File: src/rtl/pipe_hazard_ctrl_pkg.sv
// pipe_hazard_ctrl_pkg: shared register-address bus, zero-register constant and data-memory handshake states.
package pipe_hazard_ctrl_pkg;
    localparam int REG_ADDR_BITS = 5;
    typedef logic [REG_ADDR_BITS-1:0] Reg_Addr_Bus;
    localparam Reg_Addr_Bus ZERO_REG = '0;
    typedef enum logic [1:0] {
        RUN      = 2'd0,
        MEM_WAIT = 2'd1,
        ERR      = 2'd2
    } memState_t;
endpackage

File: src/rtl/pipe_hazard_ctrl_dmem_handshake_fsm.sv
// dmem_handshake_fsm: req/ready handshake for variable-latency data memory with timeout into a sticky error state.
module dmem_handshake_fsm
    import pipe_hazard_ctrl_pkg::*;
#(
    parameter int MEM_TIMEOUT = 16
) (
    input  logic clk,
    input  logic rst,
    input  logic memAccess,
    input  logic dmemReady,
    output logic dmemReq,
    output logic memStall,
    output logic memError
);
    memState_t state;
    logic [7:0] tcnt;

    always_ff @(posedge clk) begin
        if (rst) begin
            state <= RUN;
            tcnt  <= '0;
        end else begin
            case (state)
                RUN: if (memAccess && !dmemReady) begin
                    state <= MEM_WAIT;
                    tcnt  <= 8'd1;
                end
                MEM_WAIT: if (dmemReady) begin
                    state <= RUN;
                    tcnt  <= '0;
                end else if (tcnt == 8'(MEM_TIMEOUT - 1)) begin
                    state <= ERR;
                end else begin
                    tcnt <= tcnt + 8'd1;
                end
                default: state <= ERR;
            endcase
        end
    end

    // A zero-wait access completes in RUN without ever stalling.
    assign dmemReq  = (state == MEM_WAIT) || (state == RUN && memAccess);
    assign memStall = (state == ERR) || (state == MEM_WAIT && !dmemReady) ||
                      (state == RUN && memAccess && !dmemReady);
    assign memError = (state == ERR);
endmodule

File: src/rtl/pipe_hazard_ctrl.sv
// pipe_hazard_ctrl: pipeline stall/flush sequencer for load-use hazards, taken branches and data-memory waits.
module pipe_hazard_ctrl
    import pipe_hazard_ctrl_pkg::*;
#(
    parameter int REG_ADDR_W  = REG_ADDR_BITS,
    parameter int MEM_TIMEOUT = 16,
    parameter int CNT_W       = 16
) (
    input  logic                  clk,
    input  logic                  rst,
    input  logic [REG_ADDR_W-1:0] ID_Rs_num,
    input  logic [REG_ADDR_W-1:0] ID_Rt_num,
    input  logic                  ID_UsesRs,
    input  logic                  ID_UsesRt,
    input  logic                  ID_BranchTaken,
    input  logic [REG_ADDR_W-1:0] EX_Reg_WriteAddr,
    input  logic                  EX_Reg_WriteEn,
    input  logic                  EX_Mem2R,
    input  logic                  MEM_DMem_ReadEn,
    input  logic                  MEM_DMem_WriteEn,
    input  logic                  DMem_Ready,
    output logic                  DMem_Req,
    output logic                  PC_Stall,
    output logic                  IF_ID_Stall,
    output logic                  IF_ID_Flush,
    output logic                  ID_EX_Stall,
    output logic                  ID_EX_Flush,
    output logic                  EX_MEM_Stall,
    output logic                  MEM_WB_Flush,
    output logic                  Mem_Error,
    output logic [CNT_W-1:0]      Stall_Cnt
);
    logic memStall, loadUse;

    dmem_handshake_fsm #(.MEM_TIMEOUT(MEM_TIMEOUT)) memFsm (
        .clk       (clk),
        .rst       (rst),
        .memAccess (MEM_DMem_ReadEn | MEM_DMem_WriteEn),
        .dmemReady (DMem_Ready),
        .dmemReq   (DMem_Req),
        .memStall  (memStall),
        .memError  (Mem_Error)
    );

    assign loadUse = EX_Mem2R && EX_Reg_WriteEn && (EX_Reg_WriteAddr != REG_ADDR_W'(ZERO_REG)) &&
                     ((ID_UsesRs && ID_Rs_num == EX_Reg_WriteAddr) ||
                      (ID_UsesRt && ID_Rt_num == EX_Reg_WriteAddr));

    // Branch flush yields to any stall: under load-use its operands are not yet valid.
    assign PC_Stall     = memStall || loadUse;
    assign IF_ID_Stall  = PC_Stall;
    assign IF_ID_Flush  = !PC_Stall && ID_BranchTaken;
    assign ID_EX_Stall  = memStall;
    assign ID_EX_Flush  = !memStall && loadUse;
    assign EX_MEM_Stall = memStall;
    assign MEM_WB_Flush = memStall;

    always_ff @(posedge clk) begin
        if (rst)
            Stall_Cnt <= '0;
        else if (PC_Stall && Stall_Cnt != '1)
            Stall_Cnt <= Stall_Cnt + CNT_W'(1);
    end
endmodule

File: config.mk
export PLATFORM = sky130hd
export DESIGN_NAME = pipe_hazard_ctrl
export DESIGN_NICKNAME = d
export VERILOG_FILES = /design/src/rtl/pipe_hazard_ctrl_pkg.sv /design/src/rtl/pipe_hazard_ctrl_dmem_handshake_fsm.sv /design/src/rtl/pipe_hazard_ctrl.sv
export SDC_FILE = /design/constraint.sdc
export NUM_CORES = 1
export LEC_CHECK = 0
export BUFFER_PORTS_ARGS = -buffer_cell sky130_fd_sc_hd__buf_4
export CAP_MARGIN = 20
export CORE_AREA = 2 2 56 64
export CTS_BUF_LIST = sky130_fd_sc_hd__clkbuf_16
export CTS_CLUSTER_DIAMETER = 120
export DETAILED_ROUTE_END_ITERATION = 6
export DIE_AREA = 0 0 58 66
export GPL_ROUTABILITY_DRIVEN = 0
export GPL_TIMING_DRIVEN = 0
export PLACE_DENSITY = 0.86
export SLEW_MARGIN = 30
export SYNTH_ARGS = -nofsm -noshare
export SYNTH_HDL_FRONTEND = slang
export SYNTH_SLANG_ARGS = --single-unit
File: constraint.sdc
create_clock -name clk -period 2.4 [get_ports clk]
set_input_delay 0.48 -clock clk [delete_from_list [all_inputs] [get_ports clk]]
set_output_delay 0.48 -clock clk [all_outputs]
set_load 0.02 [all_outputs]
# Yosys cells after proc, flatten, opt, wreduce, memory -nomap -nowiden
# Index checks and enable logic that the tools add are counted.
dict set report word_totals {
  elab_cells 48
  memories 0
  regBits 26
  ram_bits 0
  input_bits 25
  latch_bits 0
  rom_bits 0
  output_inout_bits 25
}
dict set report op_classes {
  div 0
  n_shift 0
  n_addsub 2
  mul 0
  order_cmp 0
  reduce_logical 25
  eq_ne 9
  muxes 8
  bitwise_logic 1
}
# operator n
set op_table {}
lappend op_table {{$mux W8} 3}
lappend op_table {{$add A16 B1 Y16 const B} 1}
lappend op_table {{$ne A16 B16 Y1 const B} 1}
lappend op_table {{$pmux W8 S2} 1}
lappend op_table {{$logic_and A1 B1 Y1} 12}
lappend op_table {{$eq A5 B5 Y1} 2}
lappend op_table {{$add A8 B1 Y8 const B} 1}
lappend op_table {{$eq A8 B4 Y1 const B} 1}
lappend op_table {{$mux W2} 3}
lappend op_table {{$logic_or A1 B1 Y1} 5}
lappend op_table {{$reduce_bool A5 Y1} 1}
lappend op_table {{$pmux W2 S2} 1}
lappend op_table {{$logic_not A1 Y1} 3}
lappend op_table {{$ne A3 B2 Y1 const B} 1}
lappend op_table {{$ne A3 B3 Y1 const B} 1}
lappend op_table {{$reduce_and A3 Y1} 1}
lappend op_table {{$eq A2 B1 Y1 const B} 1}
lappend op_table {{$eq A2 B2 Y1 const B} 1}
lappend op_table {{$logic_not A2 Y1} 1}
lappend op_table {{$ne A2 B1 Y1 const B} 1}
lappend op_table {{$reduce_and A2 Y1} 1}
lappend op_table {{$reduce_bool A2 Y1} 1}
lappend op_table {{$or A1 B1 Y1} 1}

# Longest topological paths before layout
# Gate-level depths: netlist of the first run.
dict set report logic_depth {
  depth_word 7
  depth_mapped 8
  mapped_depth_nobuf 7
}

# Hierarchy
# Synthesis of the first run repeated with hierarchy kept, for this count alone.
dict set report hier_totals {
  hier_cells 211
  area_unflattened_um2 1695.4
}
# module cells_each area_each_um2 seq_area_each_um2 instances
set modules_own_cells {}
lappend modules_own_cells {pipe_hazard_ctrl 136 1078.5 320.3 1}
lappend modules_own_cells {dmem_handshake_fsm 75 616.8 200.2 1}

# Worst setup path before layout of the first run
# OpenSTA, ideal clock, no wires.
dict set report synth_path {
  path_type {input to output}
  start {input EX_Reg_WriteAddr[0]}
  end {output PC_Stall}
  setup_slack_ns 0.125
  t_required_ns 1.920
  arrival_ns 1.795
  cell_stages 6
  path_cell_list {or3_1 > o311a_1 > a21oi_2 > buf_6 > inv_1 > buf_4}
}
dict set report synth_between {
  elab_chain_cells 5
  word_cells_on_any_way 9
}
# item line
set synth_rtl {}
lappend synth_rtl {{start, declared} pipe_hazard_ctrl.sv:16} ;# input logic [REG_ADDR_W-1:0] EX_Reg_WriteAddr,
lappend synth_rtl {{$eq A5 B5 Y1 (on tied branches)} {pipe_hazard_ctrl.sv:46, pipe_hazard_ctrl.sv:47}}
lappend synth_rtl {{$logic_and A1 B1 Y1 (on tied branches)} {pipe_hazard_ctrl.sv:46, pipe_hazard_ctrl.sv:47}}
lappend synth_rtl {{$logic_or A1 B1 Y1} pipe_hazard_ctrl.sv:46} ;# ((ID_UsesRs && ID_Rs_num == EX_Reg_WriteAddr) ||
lappend synth_rtl {{$logic_and A1 B1 Y1 *} pipe_hazard_ctrl.sv:45} ;# assign loadUse = EX_Mem2R && EX_Reg_WriteEn && (EX_Reg_WriteAddr != REG_ADDR_W'(ZERO_REG)) &&
lappend synth_rtl {{$logic_or A1 B1 Y1 *} pipe_hazard_ctrl.sv:50} ;# assign PC_Stall = memStall || loadUse;
lappend synth_rtl {{end, declared} pipe_hazard_ctrl.sv:23} ;# output logic PC_Stall,
# Every way passes the cells marked *; elsewhere a longest branch is shown, timed or not.

# Worst setup path in the final report of the first run
dict set report layout_path {
  start {input EX_Reg_WriteAddr[2]}
  end {output IF_ID_Flush}
}
dict set report layout_between {
  elab_chain_cells 7
  word_cells_on_any_way 11
}
# item line
set layout_rtl {}
lappend layout_rtl {{$eq A5 B5 Y1 (on tied branches)} {pipe_hazard_ctrl.sv:46, pipe_hazard_ctrl.sv:47}}
lappend layout_rtl {{$logic_and A1 B1 Y1 (on tied branches)} {pipe_hazard_ctrl.sv:46, pipe_hazard_ctrl.sv:47}}
lappend layout_rtl {{$logic_or A1 B1 Y1} pipe_hazard_ctrl.sv:46}
lappend layout_rtl {{$logic_and A1 B1 Y1 *} pipe_hazard_ctrl.sv:45}
lappend layout_rtl {{$logic_or A1 B1 Y1 *} pipe_hazard_ctrl.sv:50}
lappend layout_rtl {{$logic_not A1 Y1 *} pipe_hazard_ctrl.sv:52} ;# assign IF_ID_Flush = !PC_Stall && ID_BranchTaken;
lappend layout_rtl {{$logic_and A1 B1 Y1 *} pipe_hazard_ctrl.sv:52}
lappend layout_rtl {{end, declared} pipe_hazard_ctrl.sv:25} ;# output logic IF_ID_Flush,
# Marked as above.

==> flow_metrics.py, run 1 <==
metrics = {
    "routing": {
        "vias_per_cell": 5.66,
        "drt_iter0_markers": 46,
        "via_count": 1561,
        "dr.pass1.iters": 4,
        "drc": 0,
        "ant_nets": 0,
        "wl_per_cell_um": 13.4,
        "routed_wl_mm": 3.70,
    },
    "final_layout": {
        "drive_above_1_share_pct": 31.7,
        "finalNetCount": 269,
        "area_growth_pct": 36.4,
        "antenna_cells": 0,
        "final_core_util_pct": 65.4,
    },
    "floorplanning": {
        "core_area_sq_um": 3190,
        "start_util_pct": 48.0,
        "num_rows": 22,
        "die_area_sq_um": 3830,
        "die_x_um": 58,
        "die_h_um": 66,
        "io_pins": 50,
    },
    "logic_synthesis": {
        "synth_ff_type": "dfxtp_1",
        "avgSynthCellArea_sq_um": 8.28,
        "synthCells": 185,
        "synth.ff_latch_count": 26,
        "synth_top_area_share_pct": 34.0,
        "ys_warn_count": 0,
        "synth_nets": 212,
        "synth_area_leaders": "dfxtp_1 34%, xnor2_1 6.3%, nor2_1 5.4%",
        "yosys.area.top_type": "dfxtp_1",
        "ys_seq_area_share_pct": 34.0,
        "async_flop_share_pct": 0,
        "synth_area_sq_um": 1530,
        "synth-edff-count": 0,
        "synth.distinct_cells": 45,
    },
    "sta": {
        "tns_ps": 0,
        "finalSetupViolCount": 0,
        "slew-limit-headroom_pct": 64.3,
        "fmax_mhz": 427,
        "maxSlewViolCount": 0,
        "min_period_ps": 2340,
        "hold_violations": 0,
        "post-route-period-util_pct": 97.6,
        "worst_pin_slew_ps": 533,
        "fin_skew_ps": 4.08,
    },
    "placement": {
        "portBuffers": 49,
        "place_hpwl_mm": 2.69,
    },
    "clock_network": {
        "cts.sinks": 26,
        "cts_made_buffers": 3,
        "clk_pin_slew_ps": 60,
        "h-tree-depth": 1,
        "clk_latency_ps": 260,
        "root_buffer": "clkbuf_16",
        "cts_tree": "done",
        "hold_buffers": 0,
        "ctsLongestPathBuffers": 2,
    },
    "global_route": {
        "grt_overflow_total": 0,
        "grt_util_all_layers_pct": 20.1,
        "grt_pass1_vias": 1415,
        "grt_max_degree": 14,
        "grt_pass1_wl_mm": 6.12,
        "antenna_found_initial": 0,
    },
    "min_path": {
        "hold_path.class": "primary input to flip-flop",
    },
    "critical_path": {
        "critPathRequiredTime_ps": 1920,
        "start_kind": "primary input",
        "critPathSlowestCell": "or3_1",
        "max_stage_delay_ps": 380,
        "path_cells": "buf_6 -> or3_1 -> o311a_4 -> a21oi_4 -> buf_6 -> and2_4 -> buf_6",
        "path_class": "primary input to output pin",
        "worstPathMaxFanout": 4,
        "cpMostUsedCell": "buf_6",
        "crit_arrival_ps": 1860,
        "worstSetupEndpointType": "output pin",
    },
    "power": {
        "powerDensity_nw_per_um2": 473,
        "ir_worst_vdd_uv": 430,
        "leakagePower_nw": 0.826,
        "total_power_w": 0.000987,
    },
    "run": {
        "max-cap-violations": 0,
    },
    "status": {
        "status": "completed",
    },
}
-- path summary, 6_finish.rpt --
check,start,endpoint,slack (ps),cells after the start
hold / removal,rst,Stall_Cnt[10]$_SDFFE_PP0P_,500,4
setup reg to reg,Stall_Cnt[0]$_SDFFE_PP0P_,Stall_Cnt[1]$_SDFFE_PP0P_,300,8
setup / recovery,EX_Reg_WriteAddr[2],IF_ID_Flush,60,7
hold reg to reg,memFsm.tcnt[7]$_SDFFE_PP0P_,memFsm.tcnt[7]$_SDFFE_PP0P_,510,2
-- cells in the mapped netlist, types with 2 or more instances --
| cell | count |
|---|---|
| a21oi_1 | 13 |
| and3_1 | 3 |
| buf_4 | 3 |
| buf_6 | 2 |
| clkbuf_1 | 2 |
| dfxtp_1 | 26 |
| ha_1 | 2 |
| inv_1 | 6 |
| mux2i_1 | 2 |
| nand2_1 | 12 |
| nand3_1 | 11 |
| nand4_1 | 8 |
| nor2_1 | 22 |
| nor3_1 | 3 |
| nor4_1 | 2 |
| o21ai_0 | 8 |
| o31ai_1 | 4 |
| or3_1 | 8 |
| or4_1 | 7 |
| xnor2_1 | 11 |
| xor2_1 | 6 |
-- power by group --
part           switching, W  total, W  internal (W)
sequential        0.0000111  0.000450      0.000439
combinational     0.0000855  0.000176     0.0000907
clock              0.000140  0.000361      0.000221
total              0.000237  0.000987      0.000750
-- registers in the layout, indices dropped and copies added (netlist names) --
name,cells
memFsm.tcnt,8
memFsm.state,2
Stall_Cnt,16
-- cell families after synthesis --
group	share of synthesized area, %
adders and majority gates	1.63
muxes	1.31
and+or+nand+nor	31.5
xor gates and xnor gates	9.72
buffers and inverters	5.15
AOI/OAI and AO/OA	16.7
DFF	34.0
-- final cells by class --
class | count | area (sq um)
Buffer | 6 | 45.0
Clock buffer | 3 | 75.1
Fill cell | 288 | 1100
Inverter | 7 | 28.8
Multi-Input combinational cell | 145 | 961
Sequential cell | 26 | 520
Tap cell | 36 | 45.0
Timing Repair Buffer | 53 | 413
-- per-layer routing --
layer,up-vias,track usage (%),part of all wire [%]
met5,-,0,0
met4,0,6.10,1.4
met3,7,5.28,9.2
met2,60,34.1,49
met1,710,24.6,41
li1,784,-,-
-- layout by cell type (no fill, tap or decap), drive strengths merged, types with 3 or more instances in the layout --
master   n
or3      9
nand4    8
o31ai    4
clkbuf   5
or4      7
xnor2   11
nand3   11
buf     57
o21ai    9
nor3     4
a21oi   15
nor2    22
nand2   12
nor4     3
and3     3
dfxtp   26
inv      7
xor2     6
-- through the flow --
stage / instance area, sq um / std cells / hold WS, ps / setup slack, ps
floorplan: 1530 / 185 / 471 / 125
global placement: 1940 / 270 / 490 / -137
detailed placement: 1940 / 270 / 506 / -160
CTS: 2060 / 276 / 498 / 2.17
global route: 2090 / 276 / 516 / -3.24
finish: 2090 / 276 / 496 / 57.6
-- timing repair --
item                                    4_1_cts  5_1_grt
gates resized for setup                       7        3
endpoints found under the setup margin        3        4
pin swaps                                     4        2
setup buffers                                 4        0
-- critical path, delay by kind of cell --
kind / cells / cell delay [ps]
buf+inv: 3 / 350
compound gates: 2 / 520
simple gates: 2 / 520
No activity file was read; power rests on OpenSTA's default activity.
==> run 2, diff against run 1 <==
--- a/config.mk
+++ b/config.mk
@@ -7,15 +7,16 @@
 export LEC_CHECK = 0
 export BUFFER_PORTS_ARGS = -buffer_cell sky130_fd_sc_hd__buf_4
 export CAP_MARGIN = 20
-export CORE_AREA = 2 2 56 64
+export CORE_AREA = 2 2 58 66
 export CTS_BUF_LIST = sky130_fd_sc_hd__clkbuf_16
 export CTS_CLUSTER_DIAMETER = 120
 export DETAILED_ROUTE_END_ITERATION = 6
-export DIE_AREA = 0 0 58 66
+export DIE_AREA = 0 0 60 68
 export GPL_ROUTABILITY_DRIVEN = 0
 export GPL_TIMING_DRIVEN = 0
-export PLACE_DENSITY = 0.86
+export PLACE_DENSITY = 0.87
 export SLEW_MARGIN = 30
 export SYNTH_ARGS = -nofsm -noshare
 export SYNTH_HDL_FRONTEND = slang
+export SYNTH_HIERARCHICAL = 1
 export SYNTH_SLANG_ARGS = --single-unit
==> run 2 against run 1 <==
  * Utilization shrank 0.18 points
  * Wire length increased by 12%
  * Register-to-register slack improved by 70 ps
  * Synthesized cell count up 14%
  * Clock power up 3%
  * First-iteration DRC count increased by 30%
  * Fmax fell by 0.20%
  * Sequential power is 1% lower
  * Final cell count rose by 15%
  * Critical path depth is the same
==> flow_metrics.py, run 2 <==
metrics = {
    "routing": {
        "via_count": 1789,
        "ant_nets": 0,
        "wl_per_cell_um": 13.0,
        "routed_wl_mm": 4.14,
        "drt_iter0_markers": 60,
        "vias_per_cell": 5.63,
        "dr.pass1.iters": 4,
        "drc": 0,
    },
    "logic_synthesis": {
        "avgSynthCellArea_sq_um": 8.03,
        "synth.ff_latch_count": 26,
        "yosys.area.top_type": "dfxtp_1",
        "synth_top_area_share_pct": 30.7,
        "ys_warn_count": 6,
        "synth_area_sq_um": 1700,
        "synth_most_common_cell": "dfxtp_1",
        "synth_area_leaders": "dfxtp_1 31%, xnor2_1 5.2%, nand2_1 4.6%",
        "synth_common_cells": "26 x dfxtp_1, 21 x nand2_1, 16 x nor2_1",
        "synth.distinct_cells": 49,
        "ys_seq_area_share_pct": 30.7,
        "synth-edff-count": 0,
        "synth_nets": 238,
        "synthCells": 211,
        "synth_ff_type": "dfxtp_1",
        "async_flop_share_pct": 0,
    },
    "final_layout": {
        "postLayoutCellArea_sq_um": 2270,
        "antenna_cells": 0,
        "largest-register": "Stall_Cnt",
        "finalNetCount": 296,
        "num-fill-cells": 279,
        "layout_common_cells": "56 x buf_4, 26 x dfxtp_1, 21 x nand2_1, 15 x nor2_1, 13 x o21ai_0",
        "drive_above_1_share_pct": 32.5,
        "final_core_util_pct": 65.2,
        "largestRegisters": "Stall_Cnt (16), memFsm/tcnt (8), memFsm/state (2)",
        "area_growth_pct": 33.9,
        "largest_register_ffs": 16,
        "final_common_cell": "buf_4",
    },
    "clock_network": {
        "cts_made_buffers": 3,
        "clk_latency_ps": 260,
        "h-tree-depth": 1,
        "root_buffer": "clkbuf_16",
        "cts.sinks": 26,
        "ctsLongestPathBuffers": 2,
        "hold_buffers": 0,
        "clk_pin_slew_ps": 60,
        "cts_tree": "done",
    },
    "sta": {
        "tns_ps": 0,
        "finalSetupViolCount": 0,
        "setup_ws_ps": 52.8,
        "post-route-period-util_pct": 97.8,
        "hold_violations": 0,
        "maxSlewViolCount": 0,
        "worst_pin_slew_ps": 459,
        "fmax_mhz": 426,
        "slew-limit-headroom_pct": 69.2,
        "min_period_ps": 2350,
        "fin_skew_ps": 2.49,
    },
    "min_path": {
        "hold_path.class": "primary input to flip-flop",
        "hp-start": "rst",
        "min_to": "memFsm/tcnt[0]$_SDFFE_PP0P_",
        "whs_path_depth": 2,
    },
    "critical_path": {
        "start_kind": "primary input",
        "reg2reg_depth": 10,
        "worstPathMaxFanout": 4,
        "regToRegEndpoint": "Stall_Cnt[10]$_SDFFE_PP0P_",
        "r2r_start": "memFsm/state[0]$_SDFFE_PP0P_",
        "crit_arrival_ps": 1870,
        "r2r_setup_slack_ps": 370,
        "path_class": "primary input to output pin",
        "critPathRequiredTime_ps": 1920,
        "worstSetupEndpointType": "output pin",
    },
    "floorplanning": {
        "io_pins": 50,
        "core_area_sq_um": 3480,
        "die_h_um": 68,
        "start_util_pct": 48.7,
        "die_x_um": 60,
        "die_area_sq_um": 4080,
        "num_rows": 23,
    },
    "global_route": {
        "grt_pass1_wl_mm": 6.41,
        "antenna_found_initial": 0,
        "grt_overflow_total": 0,
        "grt_pass1_vias": 1591,
        "grt_max_degree": 15,
        "grt_util_all_layers_pct": 19.8,
    },
    "power": {
        "total_power_w": 0.00100,
        "ir_worst_vdd_uv": 242,
        "powerDensity_nw_per_um2": 441,
        "leakagePower_nw": 0.863,
    },
    "placement": {
        "portBuffers": 49,
        "placed_cell_area_sq_um": 2130,
        "place_hpwl_mm": 3.05,
        "pre_cts_slack_ps": -117,
    },
    "run": {
        "max-cap-violations": 0,
    },
    "status": {
        "status": "completed",
    },
}
## run 2: cell types whose count changed after synthesis, sizes merged, moves of 4 or more
cell / previous run / this run
nand3: 11 / 7
xor2: 6 / 0
nor2: 22 / 17
o21ai: 9 / 17
a31oi: 0 / 5
nand2: 12 / 21
mux2: 0 / 4
or4: 7 / 2
## run 2: where the power goes
part / leakage (nW) / switching [W] / internal (W)
sequential: 0.210 / 0.00000778 / 0.000437
clock: 0.0385 / 0.000149 / 0.000223
combinational: 0.614 / 0.0000884 / 0.0000954
## run 2: final cells by class
type	count	area [sq um]	share of cell area, %
Inverter	10	40.0	1.76
Timing Repair Buffer	54	413	18.2
Buffer	10	76.3	3.36
Tap cell	50	62.6	2.75
Clock inverter	1	3.75	0.165
Sequential cell	26	520	22.9
Multi-Input combinational cell	164	1080	47.5
Clock buffer	3	75.1	3.31
## run 2: cell families (layout without fill, tap and decap cells)
logic type                 Yosys count  after routing  synth area share, %
and+or+nand+nor                     98             98                 32.2
muxes                                5              5                 3.91
buffers and inverters               21             78                 6.86
xor gates and xnor gates            10             10                 5.17
AOI/OAI and AO/OA                   49             49                 19.7
adders and majority gates            2              2                 1.48
DFF                                 26             26                 30.7
## run 2: how the worst max path moves through the flow
| stage | startpoint | end | slack [ps] | cells after the start |
|---|---|---|---|---|
| after global placement | EX_Reg_WriteAddr[0] | IF_ID_Flush | -120 | 7 |
| after CTS | EX_Reg_WriteAddr[0] | IF_ID_Flush | 20 | 7 |
| after global routing | MEM_DMem_WriteEn | IF_ID_Flush | -1 | 10 |
| final | EX_Reg_WriteAddr[1] | IF_ID_Flush | 50 | 7 |
| after detailed placement | EX_Reg_WriteAddr[0] | IF_ID_Flush | -120 | 7 |
| after floorplan | MEM_DMem_WriteEn | IF_ID_Flush | 20 | 8 |
## run 2: routing by layer
layer	part of all wire, %	GRT usage [%]	up-vias
met4	1.6	7.78	0
met5	0	0	-
met1	42	22.7	841
li1	-	-	880
met2	52	36.7	58
met3	4.3	2.27	10
## run 2: critical path, stage by stage
cell	delay, ps
buf_4	120
or3_4	360
o311a_4	330
a21oi_4	210
buf_6	130
and2_4	130
buf_6	100
## run 2: per-stage QoR
| step | hold slack (ps) | instances |
|---|---|---|
| floorplan | 446 | 211 |
| global placement | 456 | 310 |
| detailed placement | 475 | 310 |
| CTS | 464 | 316 |
| global route | 467 | 318 |
| finish | 460 | 318 |
## run 2: repair_timing
| item | CTS | global route |
|---|---|---|
| pin swaps | 1 | 1 |
| resized for setup | 1 | 6 |
| setup endpoints to repair | 2 | 2 |
| hold endpoints to repair | 0 | 0 |
| buffers inserted | 2 | 3 |
